`src/rtl/bounce_step_decoder.sv`:
```
// bounce_step_decoder: rebuilds the per-sample step and direction from a bouncing 0..2^WIDTH-1 counter stream.
// Optional saturating error counter with synchronous clear, enabled by `define BOUNCE_DEC_ERRCNT_EN.
module bounce_step_decoder #(
  parameter int WIDTH  = 4,
  parameter int STEP_W = 2,
  parameter int TURN_W = 8
) (
  input  logic              clk,
  input  logic              rst,
  input  logic [WIDTH-1:0]  sample,
  input  logic              sample_valid,
`ifdef BOUNCE_DEC_ERRCNT_EN
  input  logic              err_clr,
  output logic [7:0]        err_cnt,
`endif
  output logic [STEP_W-1:0] step,
  output logic              dir_up,
  output logic              step_valid,
  output logic              clamp,
  output logic              turn,
  output logic [TURN_W-1:0] turn_cnt,
  output logic              err
);

  typedef enum logic [1:0] {IDLE, UP, DOWN} state_t;

  localparam logic [WIDTH-1:0]  MAX_VAL  = {WIDTH{1'b1}};
  localparam logic [WIDTH-1:0]  MAX_STEP = WIDTH'((1 << STEP_W) - 1);
  localparam logic [TURN_W-1:0] TURN_SAT = {TURN_W{1'b1}};

  state_t              state, state_n;
  logic [WIDTH-1:0]    prev, prev_n;
  logic [WIDTH:0]      diff;
  logic                in_range;
  logic [STEP_W-1:0]   step_n;
  logic                dir_up_n, step_valid_n, clamp_n, turn_n, err_n;

  // Distance travelled in the expected direction; the extra MSB flags a move the wrong way.
  always_comb begin
    diff = '0;
    if (state == DOWN) diff = {1'b0, prev} - {1'b0, sample};
    else               diff = {1'b0, sample} - {1'b0, prev};
    in_range = !diff[WIDTH] && (diff[WIDTH-1:0] <= MAX_STEP);
  end

  always_comb begin
    state_n      = state;
    prev_n       = prev;
    step_n       = step;
    dir_up_n     = dir_up;
    clamp_n      = clamp;
    step_valid_n = 1'b0;
    turn_n       = 1'b0;
    err_n        = 1'b0;
    if (sample_valid) begin
      prev_n = sample;
      case (state)
        IDLE: begin
          state_n = UP;
          if (sample != '0) begin
            err_n  = 1'b1;
            step_n = '0;
          end
        end
        UP, DOWN: begin
          if (in_range) begin
            step_n       = diff[STEP_W-1:0];
            dir_up_n     = (state == UP);
            step_valid_n = 1'b1;
            clamp_n      = 1'b0;
            if (state == UP && sample == MAX_VAL) begin
              clamp_n = 1'b1;
              turn_n  = 1'b1;
              state_n = DOWN;
            end else if (state == DOWN && sample == '0) begin
              clamp_n = 1'b1;
              turn_n  = 1'b1;
              state_n = UP;
            end
          end else begin
            // Resync on the offending value; only a boundary value tells us the new direction.
            err_n  = 1'b1;
            step_n = '0;
            if (sample == MAX_VAL)  state_n = DOWN;
            else if (sample == '0) state_n = UP;
          end
        end
        default: state_n = IDLE;
      endcase
    end
  end

  always_ff @(posedge clk or negedge rst) begin
    if (!rst) begin
      state      <= IDLE;
      prev       <= '0;
      step       <= '0;
      dir_up     <= 1'b0;
      step_valid <= 1'b0;
      clamp      <= 1'b0;
      turn       <= 1'b0;
      err        <= 1'b0;
      turn_cnt   <= '0;
    end else begin
      state      <= state_n;
      prev       <= prev_n;
      step       <= step_n;
      dir_up     <= dir_up_n;
      step_valid <= step_valid_n;
      clamp      <= clamp_n;
      turn       <= turn_n;
      err        <= err_n;
      if (turn_n && turn_cnt != TURN_SAT) turn_cnt <= turn_cnt + TURN_W'(1);
    end
  end

`ifdef BOUNCE_DEC_ERRCNT_EN
  // A clear in the same cycle as an error wins, so the count restarts from zero.
  always_ff @(posedge clk or negedge rst) begin
    if (!rst)                          err_cnt <= '0;
    else if (err_clr)                  err_cnt <= '0;
    else if (err_n && err_cnt != 8'hFF) err_cnt <= err_cnt + 8'd1;
  end
`endif

endmodule
```
`config.mk`:
```
export PLATFORM = sky130hd
export DESIGN_NAME = bounce_step_decoder
export DESIGN_NICKNAME = d
export VERILOG_FILES = /design/src/rtl/bounce_step_decoder.sv
export SDC_FILE = /design/constraint.sdc
export NUM_CORES = 1
export LEC_CHECK = 0
export BUFFER_PORTS_ARGS = -buffer_cell sky130_fd_sc_hd__buf_2
export CAP_MARGIN = 20
export CELL_PAD_IN_SITES_DETAIL_PLACEMENT = 0
export CELL_PAD_IN_SITES_GLOBAL_PLACEMENT = 1
export CORE_AREA = 3 3 52 73
export CTS_CLUSTER_DIAMETER = 50
export DETAILED_ROUTE_END_ITERATION = 16
export DIE_AREA = 0 0 55 76
export PLACE_DENSITY = 0.84
export SETUP_SLACK_MARGIN = 0.3
export SYNTH_ARGS = -nofsm -noshare
export SYNTH_HDL_FRONTEND = slang
export SYNTH_SLANG_ARGS = --single-unit
```
`constraint.sdc`:
```
create_clock -name clk -period 3 [get_ports clk]
set_input_delay 0.15 -clock clk [delete_from_list [all_inputs] [get_ports clk]]
set_output_delay 0.15 -clock clk [all_outputs]
set_load 0.1 [all_outputs]
```
## Yosys cells after proc, flatten, opt, wreduce, memory -nomap -nowiden

Index checks and enable logic that the tools add are counted.

| storage, ports and cells | value |
|---|---|
| register bits | 21 |
| input bits | 7 |
| output and inout bits | 15 |
| logic and storage cells | 55 |

| operators by class | value |
|---|---|
| add/sub/neg operators | 3 |
| $lt $le $gt $ge | 1 |
| equality and inequality tests | 7 |
| mux-type cells | 22 |
| reduce and logical (&&, ||, !) cells | 13 |

Operators by type and width:

| cell | count |
|---|---|
| $mux 2 | 7 |
| $mux 1 | 11 |
| $sub 4x4->5 | 2 |
| $reduce_and 3->1 | 3 |
| $add 8x1->8 const B | 1 |
| $ne 4x4->1 const B | 2 |
| $ne 8x8->1 const B | 1 |
| $pmux 2 s2 | 2 |
| $mux 5 | 1 |
| $eq 4x4->1 const B | 1 |
| $le 4x2->1 const B | 1 |
| $logic_and 1x1->1 | 4 |
| $logic_not 4->1 | 1 |
| $reduce_bool 4->1 | 1 |
| $eq 2x1->1 const B | 1 |
| $eq 2x2->1 const B | 1 |
| $logic_not 2->1 | 1 |
| $ne 2x2->1 const B | 1 |
| $pmux 1 s2 | 1 |
| $reduce_bool 2->1 | 1 |
| $reduce_or 2->1 | 1 |
| $logic_not 1->1 | 1 |

## Longest topological paths before layout

| depth | value |
|---|---|
| depth in word-level cells | 8 |
| mapped depth | 11 |
| depth with buffers taken out | 10 |

## Worst setup path after synthesis

No wires, ideal clock.

| timing path | value |
|---|---|
| path type | reg-to-reg |
| from | register prev[0] |
| to | register state[0] |
| setup time | 125 ps |
| arrival time | 2,570 ps |
| data required time | 2,875 ps |
| slack | 305 ps |
| stages on the path, launching flop included | 11 |
| path buffers | 0 |
| period minus slack after synthesis | 2,695 ps |
| path through | dfrtp_1 inv_1 ha_1 inv_1 fa_1 mux2_4 or4_4 a2111oi_0 a31o_1 a41o_2 mux2_4 |

| between the ends | value |
|---|---|
| cells in the longest elaborated chain, start to end | 6 |
| elaborated cells on any way between the ends | 11 |
| those cells by class | add/sub (2); order compare (1); eq/ne (2); mux (3); reduce/logical (3) |

RTL lines:

| element | RTL line | text |
|---|---|---|
| from (decl) | 32 | `logic [WIDTH-1:0] prev, prev_n;` |
| from (signal assigned) | 106 | `prev <= prev_n;` |
| $sub 4x4->5 (on tied branches) | 42, 41 |  |
| $mux 5 (*) | 41 | `if (state == DOWN) diff = {1'b0, prev} - {1'b0, sample};` |
| $le 4x2->1 or $logic_not 1->1 (tied branches) | 43 | `in_range = !diff[WIDTH] && (diff[WIDTH-1:0] <= MAX_STEP);` |
| $logic_and 1x1->1 (*) | 43 |  |
| $ne 4x4->1 (no source line) or $mux 2 (tied branches) | n/a |  |
| $reduce_and 3->1 (no source line) or $pmux 2 s2 (tied branches) | n/a |  |
| to (signal assigned) | 105 | `state <= state_n;` |
| to (decl) | 31 | `state_t state, state_n;` |

Mark *: on every way between the ends. The rest lies on a longest branch, timed or not.
A chain may end at the register's enable or synchronous reset.

## Worst setup path after layout

Same ends and word-level chain as after synthesis.

==> impl_results.md <==
* Status: completed
* Synthesis-stage register bit count at 21
* Avg Cell Area, Syn at 10.4 µm²
* Root buf cell: clkbuf_8
* Mapped Area at 0.00137 mm²
* Slew Limit Fails at 0
* Synth area leader: dfrtp_1
* Sw frac at 0.469
* Pwr dens at 664 mW/mm²
* Core ar. at 0.00318 mm²
* Min-Delay Path Depth at 3
* Critical Path Max Stage Delay at 0.47 ns
* Syn_nets at 153
* Largest net degree at the start of global routing at 22
* CTS clock-pin slew for the worst setup and hold paths at 0.08 ns
* Clock Power Share at 0.171
* Sequential fraction of the synthesis area at 0.384
* Mapped Cells at 131
* Drt pass-1 iters at 4
* Setup TNS at 0 ns
* CP Cell Sequence: inv_2 > ha_4 > inv_2 > fa_2 > mux2_4 > or4_4 > a21oi_4 > nand3_2 > a41o_2 > mux2_4
* Fmax at 363 MHz
* Worst Path Max Fanout at 3
* Via count at 1,050
* Register share of total power at 0.325
* Area of the die at 0.00418 mm²
* Worst path required time at 3.15 ns
* Int Pwr at 573 µW
* Hold Crit Class: in -> reg
* Clock Path Buffers at 2
* Share of cells above drive strength 1 at 0.325
* Peak VDD IR at 0.432 mV
* EDFF count, synth at 0
* Relative slew slack at 0.677
* Final wirelength at 2850 µm
* CTS H-tree depth at 1
* CTS tree: built
* GR Util All Layers at 0.157
* Vias per cell at 5.44
* Max_cap viols at 0
* Largest cells by area after synthesis: dfrtp_1 (38%), ha_1 (12%), inv_1 (4.4%)
* CTS Buf Count at 3
* Crit share post-route at 0.918
* Rows at 24
* R2R setup slack at 0.25 ns
* Die width at 55 µm
* Final Power at 1.08 mW
* Starting DRT DRC Count at 26
* Fin nets at 177
* Distinct cell type count after synthesis at 41
* Sink Count at 21
* Unrepaired setup endpoints after global routing: true
* PortBufs at 21
* Detail-routed net length per standard cell at 14.7 µm
* Capturing element type of the critical path: flip-flop
* Share of flip-flops with an asynchronous set or reset at 1.00
* Synth-to-layout area growth at 18.9%
* Sw Pwr at 506 µW
* DRC viols at 0
* Dpl hpwl at 2180 µm
* First-pass GRT wire length at 5000 µm
* Arr. time, crit path at 2.90 ns
* CP startpoint kind: flip-flop
* Static leakage at 0.816 nW
* Antenna violations before repair at 0
* Critical-path top delay cell: or4_4
* Fin crit period at 2.75 ns
* Clk_lat worst skew at 0.26 ns
* Final hold vios at 0
* Final Skew at 0.00879 ns
* Setup violators final at 0
* Starting Density at 0.430
* Ys Warns at 0
* Total congestion overflow at 0
* RePlAce Congestion at 0.786
* Top-area cell type share of the netlist area at 0.384
* ANT cells at 0
* Antenna-violating nets left at 0
* Die H at 76 µm
* Worst-margin pin slew at 0.484 ns
* Crit Path Class: reg -> reg
* Comb pwr share at 0.505
* Final core occ at 0.511
* Post-synth top flop: dfrtp_1
* Reg2reg path depth at 10
* Vias in the first global route at 1,131
* Boundary Pins at 22
[synth_stat cells (all sizes together), types with 3 or more instances]
| library cell | n |
|---|---|
| xnor2 | 5 |
| inv | 16 |
| nor3 | 3 |
| dfrtp | 21 |
| and3 | 3 |
| mux2 | 4 |
| ha | 13 |
| o21ai | 4 |
| nand2 | 14 |
| a21oi | 4 |
| and4 | 4 |
| nand4 | 5 |
| buf | 3 |
[power by group through the flow]
stage | sequential (mW) | clock (mW) | combinational [mW]
after global routing | 0.356 | 0.203 | 0.590
after floorplan | 0.555 | 0 | 0.212
after detailed placement | 0.356 | 0 | 0.505
after global placement | 0.355 | 0 | 0.493
final | 0.350 | 0.184 | 0.545
after CTS | 0.351 | 0.190 | 0.530
[metal layers]
layer	track usage	vias to the layer above	wire length, µm
met4	0.0487	0	29
met2	0.278	19	1540
met3	0.0196	2	119
li1	-	510	-
met1	0.184	519	1160
met5	0	-	0
[area by class of cell]
cell class                      count  area [µm²]
Multi-Input combinational cell     90         825
Tap cell                           39        48.8
Timing Repair Buffer               23         123
Sequential cell                    21         526
Fill cell                         327        1560
Clock buffer                        4        45.0
Inverter                           16        60.1
[worst max-delay path, delay by kind of cell, from the launching register on]
| family | cells | cell delay [ns] |
|---|---|---|
| AOI/OAI and AO/OA | 2 | 0.53 |
| adders and majority gates | 2 | 0.45 |
| buffers and inverters | 2 | 0.11 |
| DFF | 1 | 0.40 |
| muxes | 2 | 0.57 |
| and+or+nand+nor | 2 | 0.59 |
[logic make-up after synthesis]
logic type                 synth area share
xor gates and xnor gates             0.0448
DFF                                   0.384
buffers and inverters                0.0668
adders and majority gates             0.148
AOI/OAI and AO/OA                     0.128
muxes                                0.0558
and+or+nand+nor                       0.172
[timing repair]
| item | 4_1_cts | 5_1_grt |
|---|---|---|
| pin swaps | 0 | 8 |
| hold buffers | 1 | 0 |
| endpoints found under the hold margin | 21 | 0 |
| buffers inserted | 1 | 0 |
| setup endpoints to repair | 8 | 10 |
| gates resized for setup | 8 | 10 |
[state kept, by name, indices dropped and copies added, names as in the netlist]
signal / flops
state: 2
step_valid: 1
clamp: 1
step: 2
err: 1
turn: 1
dir_up: 1
prev: 4
turn_cnt: 8
[worst paths after layout]
kind                                     start                 endpoint
max                        prev[0]$_DFFE_PN0P_     state[0]$_DFFE_PN0P_
min                                  sample[2]      prev[2]$_DFFE_PN0P_
max reg2reg                prev[0]$_DFFE_PN0P_     state[0]$_DFFE_PN0P_
min reg2reg                step[1]$_DFFE_PN0P_      step[1]$_DFFE_PN0P_
max in group asynchronous                  rst       dir_up$_DFFE_PN0P_
min in group asynchronous                  rst  turn_cnt[3]$_DFFE_PN0P_
[stage by stage]
| step | cells | worst slack (ns) | cell area (µm²) | hold slack, ns |
|---|---|---|---|---|
| 2_1_floorplan | 131 | 0.305 | 1370 | -0.146 |
| 3_3_place_gp | 187 | 0.204 | 1490 | 0.131 |
| 3_5_place_dp | 187 | 0.115 | 1490 | 0.141 |
| 4_1_cts | 193 | 0.227 | 1580 | 0.175 |
| 5_1_grt | 193 | 0.164 | 1630 | 0.243 |
| 6_report | 193 | 0.247 | 1630 | 0.171 |
[cell usage in the layout, fill, tap and decap left out, types with 2 or more instances in the layout]
master and n:
o21ai_0 4, inv_1 14, fa_2 2, nand3b_1 2, and3_1 3, ha_1 10, ha_2 2, o31ai_1 2
mux2_4 4, a21o_1 2, nor3_1 3, a21oi_1 3, o211ai_1 2, dfrtp_1 21, xor2_1 2, mux2i_1 2
xnor2_1 5, nand4_1 4, nand2_1 14, buf_2 21, and4_1 3, inv_2 2, clkbuf_8 3
Note: power is estimated with default switching activity, not from simulation.
